### src/rtl/hazard_ctrl.sv
// Pipeline hazard sequencer for the 5-stage DLX core: load-use stalls, branch flushes, data-memory waits.
// Optional performance counters are built when HAZARD_PERF_CNT_EN is defined.
module hazard_ctrl #(
    parameter int unsigned LOAD_BUBBLES = 2,
    parameter int unsigned MEM_TIMEOUT  = 16
) (
    input  logic        clk,
    input  logic        reset_n,
    input  logic [4:0]  Rs1_ID,
    input  logic [4:0]  Rs2_ID,
    input  logic        use_rs1_ID,
    input  logic        use_rs2_ID,
    input  logic [4:0]  Rd_EX,
    input  logic        d_load_en_EX,
    input  logic        d_load_en_MEM,
    input  logic        d_write_en_MEM,
    input  logic        d_ready,
    input  logic        pc_cmd_EX,
    output logic        stall_IF,
    output logic        stall_ID,
    output logic        bubble_EX,
    output logic        flush_ID,
    output logic        hold_EXMEM,
    output logic        mem_err,
    output logic [31:0] stall_cnt,
    output logic [31:0] flush_cnt
);

    typedef enum logic [1:0] {RUN, LOAD_STALL, MEM_WAIT} state_t;

    localparam logic [2:0] BUB_LOAD = 3'(LOAD_BUBBLES - 1);
    localparam logic [7:0] TO_LAST  = 8'(MEM_TIMEOUT - 1);

    state_t     r_state;
    state_t     r_ret_state;
    logic [2:0] r_bub_cnt;
    logic [7:0] r_to_cnt;
    logic       r_mem_err;

    logic w_mem_wait;
    logic w_hz;
    logic w_timeout;

    assign w_mem_wait = (d_load_en_MEM | d_write_en_MEM) & ~d_ready;
    assign w_hz = d_load_en_EX && (Rd_EX != 5'd0) &&
                  ((use_rs1_ID && (Rs1_ID == Rd_EX)) || (use_rs2_ID && (Rs2_ID == Rd_EX)));
    // The entry cycle already counts as wait cycle 1, so the counter starts at 1.
    assign w_timeout = (r_state == MEM_WAIT) && w_mem_wait && (r_to_cnt == TO_LAST);

    // NOTE: every output gets a default before the case so no latch is inferred.
    always_comb begin
        stall_IF   = 1'b0;
        stall_ID   = 1'b0;
        bubble_EX  = 1'b0;
        flush_ID   = 1'b0;
        hold_EXMEM = 1'b0;
        if (reset_n) begin
            case (r_state)
                RUN, LOAD_STALL: begin
                    if (w_mem_wait) begin
                        stall_IF   = 1'b1;
                        stall_ID   = 1'b1;
                        hold_EXMEM = 1'b1;
                    end else if (r_state == LOAD_STALL) begin
                        stall_IF  = 1'b1;
                        stall_ID  = 1'b1;
                        bubble_EX = 1'b1;
                    end else if (pc_cmd_EX) begin
                        flush_ID  = 1'b1;
                        bubble_EX = 1'b1;
                    end else if (w_hz) begin
                        stall_IF  = 1'b1;
                        stall_ID  = 1'b1;
                        bubble_EX = 1'b1;
                    end
                end
                MEM_WAIT: begin
                    if (w_mem_wait && !w_timeout) begin
                        stall_IF   = 1'b1;
                        stall_ID   = 1'b1;
                        hold_EXMEM = 1'b1;
                    end
                end
                default: ;
            endcase
        end
    end

    assign mem_err = reset_n & (r_mem_err | w_timeout);

    // NOTE: sequential state uses non-blocking assignments so every register samples pre-edge values.
    always_ff @(posedge clk) begin
        if (!reset_n) begin
            r_state     <= RUN;
            r_ret_state <= RUN;
            r_bub_cnt   <= 3'd0;
            r_to_cnt    <= 8'd0;
            r_mem_err   <= 1'b0;
        end else begin
            case (r_state)
                RUN: begin
                    if (w_mem_wait) begin
                        r_state     <= MEM_WAIT;
                        r_ret_state <= RUN;
                        r_to_cnt    <= 8'd1;
                    end else if (!pc_cmd_EX && w_hz && (LOAD_BUBBLES > 1)) begin
                        r_state   <= LOAD_STALL;
                        r_bub_cnt <= BUB_LOAD;
                    end
                end
                LOAD_STALL: begin
                    if (w_mem_wait) begin
                        r_state     <= MEM_WAIT;
                        r_ret_state <= LOAD_STALL;
                        r_to_cnt    <= 8'd1;
                    end else begin
                        r_bub_cnt <= r_bub_cnt - 3'd1;
                        if (r_bub_cnt == 3'd1) r_state <= RUN;
                    end
                end
                MEM_WAIT: begin
                    if (!w_mem_wait) begin
                        r_state <= r_ret_state;
                    end else if (w_timeout) begin
                        r_mem_err <= 1'b1;
                        r_state   <= r_ret_state;
                    end else begin
                        r_to_cnt <= r_to_cnt + 8'd1;
                    end
                end
                default: r_state <= RUN;
            endcase
        end
    end

`ifdef HAZARD_PERF_CNT_EN
    logic [31:0] r_stall_cnt;
    logic [31:0] r_flush_cnt;

    always_ff @(posedge clk) begin
        if (!reset_n) begin
            r_stall_cnt <= 32'd0;
            r_flush_cnt <= 32'd0;
        end else begin
            if (stall_IF && (r_stall_cnt != 32'hFFFF_FFFF)) r_stall_cnt <= r_stall_cnt + 32'd1;
            if (flush_ID && (r_flush_cnt != 32'hFFFF_FFFF)) r_flush_cnt <= r_flush_cnt + 32'd1;
        end
    end

    assign stall_cnt = r_stall_cnt;
    assign flush_cnt = r_flush_cnt;
`else
    assign stall_cnt = 32'd0;
    assign flush_cnt = 32'd0;
`endif

endmodule
### config.mk
export PLATFORM = sky130hd
export DESIGN_NAME = hazard_ctrl
export DESIGN_NICKNAME = d
export VERILOG_FILES = /design/src/rtl/hazard_ctrl.sv
export SDC_FILE = /design/constraint.sdc
export NUM_CORES = 1
export LEC_CHECK = 0
export ABC_AREA = 0
export CELL_PAD_IN_SITES_DETAIL_PLACEMENT = 1
export CELL_PAD_IN_SITES_GLOBAL_PLACEMENT = 2
export CORE_ASPECT_RATIO = 1.1
export CORE_UTILIZATION = 19
export DETAILED_ROUTE_END_ITERATION = 16
export PLACE_DENSITY = 0.85
export SKIP_CTS_REPAIR_TIMING = 1
export SLEW_MARGIN = 25
export SYNTH_ARGS = -nofsm -noshare
export SYNTH_HDL_FRONTEND = slang
export SYNTH_SLANG_ARGS = --single-unit
### constraint.sdc
create_clock -name clk -period 2.3 [get_ports clk]
set_input_delay 0.46 -clock clk [delete_from_list [all_inputs] [get_ports clk]]
set_output_delay 0.46 -clock clk [all_outputs]
set_load 0.01 [all_outputs]
## After elaboration in Yosys (flattened, before gate mapping)

Index checks and enable logic that the tools add are counted.

- Div/mod/pow operators: 0
- Multipliers: 0
- Eq/ne operators: 17
- Add/sub/neg operators: 2
- Multiplexer cells: 38
- Shift-type cells: 0
- Bitwise logic cells: 5
- Reduce and logical (&&, ||, !) cells: 21
- $lt $le $gt $ge: 0

Operators by type and width:

| kind | count |
|---|---|
| $mux W8 | 3 |
| $mux W1 | 18 |
| $mux W2 | 8 |
| $pmux W8 S2 | 1 |
| $ne A2 B2 Y1 const B | 7 |
| $eq A5 B5 Y1 | 2 |
| $mux W3 | 3 |
| $reduce_and A3 Y1 | 3 |
| $add A8 B1 Y8 const B | 1 |
| $eq A8 B4 Y1 const B | 1 |
| $logic_and A1 B1 Y1 | 8 |
| $reduce_and A4 Y1 | 2 |
| $ne A3 B3 Y1 const B | 2 |
| $pmux W2 S3 | 1 |
| $pmux W3 S2 | 1 |
| $reduce_bool A5 Y1 | 1 |
| $pmux W1 S2 | 2 |
| $pmux W2 S2 | 1 |
| $reduce_bool A2 Y1 | 2 |
| $eq A3 B1 Y1 const B | 1 |
| $ne A3 B2 Y1 const B | 1 |
| $sub A3 B1 Y3 const B | 1 |
| $and A1 B1 Y1 | 2 |
| $eq A2 B1 Y1 const B | 1 |
| other kinds (8) | 10 |

- Bits in registers: 16
- Logic and storage cells: 88
- Output and inout bits: 70
- RAM bits: 0
- Bits in read-only memories: 0
- Latch bits: 0
- Memories kept: 0

## Depth between registers and ports, before layout

Gate-level depths: netlist of run 1.

- Depth in word-level cells: 10
- Depth in mapped cells: 7
- Mapped depth without buffers: 6

## Least setup slack after synthesis of run 1

No wires, ideal clock.

- Path type: flip-flop to output port
- Start: reg r_to_cnt[0]
- End: out stall_IF
- Data required time: 1.840 ns
- Setup slack: 0.250 ns
- Stages on the path, launching flop included: 8
- Buffers on the path: 1
- Arrival: 1.590 ns
- Cells stage by stage: dfxtp_1 ha_1 nand3_1 and2b_2 o31ai_1 nand2_1 a21oi_1 buf_4

- Cells in the longest elaborated chain, start to end: 7

Ends and longest elaborated chain:

| what | line | text |
|---|---|---|
| from (decl) | 37 | `logic [7:0] r_to_cnt;` |
| from (signal assigned) | 128 | `r_to_cnt <= r_to_cnt + 8'd1;` |
| $eq A8 B4 Y1 | 48 | `assign w_timeout = (r_state == MEM_WAIT) && w_mem_wait && (r_to_cnt == TO_LAST);` |
| $logic_and A1 B1 Y1 | 48 |  |
| $logic_not A1 Y1 | 78 | `if (w_mem_wait && !w_timeout) begin` |
| $logic_and A1 B1 Y1 | 78 |  |
| $mux W1 | n/a |  |
| $pmux W1 S2 | n/a |  |
| $mux W1 | n/a |  |
| to (decl) | 19 | `output logic stall_IF,` |

Every way passes these cells.

## Worst setup path in the final report of run 1

- Start: in d_ready
- End: out hold_EXMEM

- Cells in the longest elaborated chain, start to end: 9
- Elaborated cells on any way between the ends: 10
- Those cells by class: mux (4); bitwise (2); reduce/logical (4)

Ends and longest elaborated chain:

| what | line | text |
|---|---|---|
| from (decl) | 17 | `input logic d_ready,` |
| $not A1 Y1 (*) | 44 | `assign w_mem_wait = (d_load_en_MEM \| d_write_en_MEM) & ~d_ready;` |
| $and A1 B1 Y1 (*) | 44 |  |
| $logic_and A1 B1 Y1 (2 in a row) | 48 |  |
| $logic_not A1 Y1 | 78 |  |
| $logic_and A1 B1 Y1 | 78 |  |
| $mux W1 | 78 |  |
| $pmux W1 S2 (*) | 58 | `case (r_state)` |
| $mux W1 (*) | 57 | `if (reset_n) begin` |
| to (decl) | 23 | `output logic hold_EXMEM,` |

Mark *: on every way between the ends. The rest lies on a longest branch, timed or not.

==> flow_metrics.py, run 1 <==
metrics = {
    "detailed_routing": {
        "wl_met1_um": 1210,
        "post-route-drc-count": 0,
        "dr.pass1.iters": 4,
        "routed.top_layer": "met4",
        "vias_per_cell": 3.61,
        "drt_iter0_markers": 33,
        "drt-total-wl_um": 3290,
        "met3WireLength_um": 328,
        "num_vias": 1258,
        "wl_met2_um": 1740,
        "routedWlPerCell_um": 9.46,
        "antenna_left": 0,
    },
    "synth": {
        "synth_cells": 188,
        "asyncSetResetFlopFracSynth_pct": 0,
        "synth.cells.most_frequent": "65 x buf_4, 15 x dfxtp_1, 13 x nand2_1",
        "seq_area_frac_synth_pct": 20.2,
        "syn_avg_cell_area_um2": 7.91,
        "synth_area_um2": 1490,
        "synth_warnings": 0,
        "synth_edf_count": 0,
        "synth_area_leaders": "buf_4 33%, dfxtp_1 20%, xnor2_1 5.9%, nand2_1 3.3%, xor2_1 2.9%",
        "yosysMostFrequentCell": "buf_4",
        "synth_top_cell_area_share_pct": 32.8,
        "synth_ff_type": "dfxtp_1",
        "yosysUniqueCellTypes": 45,
        "synth-seq-cells": 15,
        "synth_area_leader_cell": "buf_4",
    },
    "floorplanning": {
        "ioPinCount": 94,
        "die_h_um": 94.8,
        "rows": 33,
        "dieArea_um2": 8180,
        "start_util_pct": 19.8,
        "die_w_um": 86.3,
        "coreArea_um2": 7510,
    },
    "worst_setup_path": {
        "arrival_ns": 1.78,
        "r2r_slack_ns": 0.61,
        "critPathMaxFanout": 7,
        "required_ns": 1.84,
        "critPathKind": "input port to primary output",
        "end_kind": "primary output",
        "reg2reg_depth": 6,
        "cp-start-kind": "input port",
        "reg2reg_to": "r_to_cnt[2]",
        "rr_startpoint": "r_to_cnt[4]",
        "cp-startpoint": "d_ready",
        "cp-endpoint": "hold_EXMEM",
    },
    "power_and_ir_drop": {
        "power_leakage_nw": 0.961,
        "peakVddDrop_uv": 147,
        "powerDensity_nw_per_um2": 350,
        "p_total_mw": 0.685,
    },
    "global_route": {
        "grt_pass1_vias": 1206,
        "grt_max_degree": 18,
        "grt-ovfl-total": 0,
        "grt_usage_pct": 8.02,
        "antenna_found_initial": 0,
        "grt_pass1_wl_um": 5100,
    },
    "timing": {
        "final_hold_viol_count": 0,
        "slew_violations": 0,
        "min_period_ns": 2.24,
        "timing.hold.ws_ns": 0.498,
        "finalSetupViolCount": 0,
        "timing.fmax_mhz": 447,
        "period_share_pct": 97.3,
        "skew_ns": 0.00818,
    },
    "finish": {
        "multiInputGateArea_um2": 931,
        "nNetsFinal": 271,
        "syn2layout_area_growth_pct": 31.9,
        "design_area_um2": 1960,
        "drive_above_1_share_pct": 21.8,
        "diodes": 0,
        "regArea_um2": 300,
        "fillers": 950,
        "fin_cells": 348,
    },
    "clock_network": {
        "tritoncts": "built",
        "clkLatencyLatePin_ns": 0.25,
        "numCtsBuffers": 3,
        "cts.clk_slew.worst_paths_ns": 0.07,
        "cts_sinks": 15,
        "clock-root-buffer": "clkbuf_8",
        "htreeDepth": 1,
        "clockBufferDepth": 2,
    },
    "status": {
        "status": "completed",
    },
    "placed_design": {
        "place_area_um2": 1850,
        "gp_congestion": 0.728,
        "hpwl_um": 2660,
        "io_buffers": 29,
        "dp_cells": 343,
    },
    "worst_hold_path": {
        "min_path_type": "register to register",
        "worstHoldPathCells": 1,
    },
    "flow_run": {
        "maxCapViolations": 0,
    },
}
## area by class of cell
class,count,area share [%]
multi-input combinational,161,47.5
timing repair buffer,58,27.2
tap,105,6.70
clock inverter,1,0.255
sequential,15,15.3
inverter,5,0.957
clock buffer,3,2.11
## cell families (layout without fill, tap and decap cells)
logic type,after synthesis,after routing,share of synthesized area (%)
fa+ha+maj,3,3,2.53
simple gates,51,51,18.7
xor+xnor,15,15,8.84
buf+inv,75,67,36.1
flops,15,15,20.2
compound gates,28,28,13.4
other cells,1,64,0.252
## state kept, by name, summed over array words and instances (netlist names)
| register | count |
|---|---|
| r_to_cnt | 8 |
| r_state | 2 |
| r_mem_err | 1 |
| r_bub_cnt | 3 |
| r_ret_state | 1 |
## worst min-delay path by stage
stage	start	slack, ns	endpoint
after floorplan	r_mem_err	0.45	r_mem_err
after global placement	r_ret_state[0]	0.47	r_ret_state[0]
after detailed placement	r_bub_cnt[1]	0.49	r_bub_cnt[1]
after CTS	r_ret_state[0]	0.50	r_ret_state[0]
after global routing	r_bub_cnt[1]	0.52	r_bub_cnt[1]
final	r_bub_cnt[1]	0.50	r_bub_cnt[1]
## cells in the final DEF, fill, tap and decap left out, types with 2 or more instances in the layout
master / synthesis / layout
o21ai_0: 7 / 7
dlymetal6s2s_1: 0 / 13
clkbuf_2: 0 / 3
xor2_1: 5 / 5
xnor2_1: 10 / 10
and3_1: 3 / 2
buf_2: 3 / 2
inv_1: 5 / 5
dfxtp_1: 15 / 15
a32o_1: 3 / 3
nor2b_1: 6 / 6
conb_1: 1 / 64
buf_6: 1 / 2
nor2_1: 11 / 11
a21oi_1: 3 / 2
nand2_1: 13 / 12
clkdlybuf4s50_1: 0 / 10
clkbuf_8: 0 / 3
ha_1: 3 / 3
buf_4: 65 / 27
nand4_1: 5 / 5
## report_power, final
group,internal [mW],switching [mW]
logic,0.0927,0.108
clock network,0.120,0.100
registers,0.263,0.00181
## routing by layer
layer / vias to the layer above / track usage [%]
li1: 610 / -
met1: 579 / 8.24
met2: 67 / 15.1
met3: 2 / 2.80
met4: 0 / 2.50
met5: - / 0
## critical path, cell delays in order
cell	delay (ns)
clkdlybuf4s50_1	0.39
o21bai_1	0.15
buf_4	0.17
buf_6	0.12
o21ba_4	0.21
and3_4	0.18
buf_6	0.09
## per-stage QoR
| step | setup slack [ns] | util [%] | TNS, ns |
|---|---|---|---|
| after floorplan | 0.250 | - | 0 |
| after global routing | -0.0233 | 26.1 | -0.0270 |
| after detailed placement | -0.635 | 24.6 | -3.00 |
| after global placement | -0.619 | 24.6 | -2.81 |
| after CTS | -0.652 | 25.2 | -3.08 |
| final | 0.0623 | 26.1 | 0 |
Note: power is estimated with default switching activity, not from simulation.
==> inputs of run 2 (changes only) <==
Settings changed: CORE_ASPECT_RATIO 1.1 to default.
==> flow_metrics.py, run 2 (synthesis results as in run 1) <==
metrics = {
    "finish": {
        "fin_util_pct": 26.1,
        "reg_top3": "r_to_cnt x8, r_bub_cnt x3, r_state x2",
        "nNetsFinal": 265,
        "syn2layout_area_growth_pct": 30.0,
        "fin_cells": 336,
        "drive_above_1_share_pct": 19.4,
        "final_cell_mix": "64 x conb_1, 21 x buf_4, 15 x dlymetal6s2s_1, 15 x dfxtp_1, 12 x nand2_1",
        "largest_register_ffs": 8,
        "regMostFlops": "r_to_cnt",
        "diodes": 0,
        "multiInputGateArea_um2": 943,
        "fillers": 910,
        "final_common_cell": "conb_1",
        "design_area_um2": 1930,
        "regArea_um2": 300,
    },
    "global_route": {
        "grt_pass1_wl_um": 5190,
        "antenna_found_initial": 0,
        "grt_pass1_vias": 1150,
        "grt-ovfl-total": 0,
        "grt_max_degree": 18,
        "grt_usage_pct": 7.94,
    },
    "placed_design": {
        "dpl_worst_slack_ns": -0.641,
        "gp_congestion": 0.767,
        "io_buffers": 29,
        "place_area_um2": 1800,
        "dp_cells": 332,
        "hpwl_um": 2630,
    },
    "worst_setup_path": {
        "cp-start-kind": "input port",
        "critPathMaxFanout": 2,
        "required_ns": 1.84,
        "critPathKind": "input port to primary output",
        "reg2reg_depth": 7,
        "arrival_ns": 1.77,
        "end_kind": "primary output",
    },
    "floorplanning": {
        "start_util_pct": 20.1,
        "rows": 31,
        "die_w_um": 90.5,
        "coreArea_um2": 7410,
        "ioPinCount": 94,
        "dieArea_um2": 8180,
        "die_h_um": 90.5,
    },
    "clock_network": {
        "numCtsBuffers": 3,
        "clkLatencyLatePin_ns": 0.26,
        "cts_sinks": 15,
        "htreeDepth": 1,
        "cts.clk_slew.worst_paths_ns": 0.07,
        "tritoncts": "built",
        "clock-root-buffer": "clkbuf_8",
        "clockBufferDepth": 2,
    },
    "timing": {
        "period_share_pct": 97.1,
        "finalSetupViolCount": 0,
        "timing.fmax_mhz": 448,
        "skew_ns": 0.0103,
        "slew_violations": 0,
        "final_hold_viol_count": 0,
        "min_period_ns": 2.23,
        "worst_slack_ns": 0.0671,
    },
    "detailed_routing": {
        "antenna_left": 0,
        "drt_iter0_markers": 17,
        "num_vias": 1244,
        "vias_per_cell": 3.70,
        "drt-total-wl_um": 3320,
        "dr.pass1.iters": 4,
        "routedWlPerCell_um": 9.88,
        "post-route-drc-count": 0,
    },
    "power_and_ir_drop": {
        "powerDensity_nw_per_um2": 360,
        "p_total_mw": 0.695,
        "power_leakage_nw": 0.970,
        "peakVddDrop_uv": 147,
    },
    "status": {
        "status": "completed",
    },
    "flow_run": {
        "maxCapViolations": 0,
    },
    "worst_hold_path": {
        "worstHoldPathCells": 2,
        "min_path_type": "register to register",
    },
}
[run 2: changes by cell type in the layout (fill, tap and decap cells not counted), moves of 2 or more]
cell / delta
buf_4: -6
xnor2_2: +2
clkbuf_2: -2
dlymetal6s2s_1: +2
xnor2_1: -2
[run 2: power by group]
| part | total, mW | leakage, nW | switching [mW] | internal (mW) |
|---|---|---|---|---|
| registers | 0.265 | 0.121 | 0.00243 | 0.263 |
| logic | 0.197 | 0.827 | 0.109 | 0.0885 |
| clock network | 0.232 | 0.0217 | 0.110 | 0.122 |
| total | 0.695 | 0.970 | 0.221 | 0.474 |
[run 2: worst paths after layout]
| check | from | endpoint | slack [ns] |
|---|---|---|---|
| worst max-delay path | Rd_EX[2] | bubble_EX | 0.07 |
| worst min register to register | r_ret_state[0] | r_ret_state[0] | 0.50 |
| worst min-delay path | r_ret_state[0] | r_ret_state[0] | 0.50 |
| worst max register to register | r_to_cnt[0] | r_to_cnt[2] | 0.65 |
[run 2: area by class of cell]
type / count / share of cell area [%]
clock inverters: 1 / 0.389
flip-flops and latches: 15 / 15.5
multi-input cells: 161 / 48.8
repair buffers: 52 / 25.7
clock buffers: 3 / 2.14
inverters: 5 / 0.972
well taps: 99 / 6.41
[run 2: per-layer routing]
metal | global-route usage (%) | vias up | part of all wire, %
li1 | - | 599 | -
met1 | 8.17 | 582 | 38
met3 | 2.78 | 5 | 8.2
met4 | 2.15 | 0 | 0.90
met5 | 0 | - | 0
met2 | 15.1 | 58 | 53
[run 2: stage by stage]
step	hold slack, ns	TNS [ns]
global route	0.540	-0.0231
finish	0.498	0
global placement	0.472	-2.98
CTS	0.506	-3.12
detailed placement	0.493	-3.07
floorplan	0.446	0
[run 2: worst max-delay path: stages]
cell,delay [ns]
dlymetal6s2s_1,0.13
or4_4,0.54
o21ai_2,0.17
nor2b_1,0.06
o311a_1,0.28
buf_2,0.14
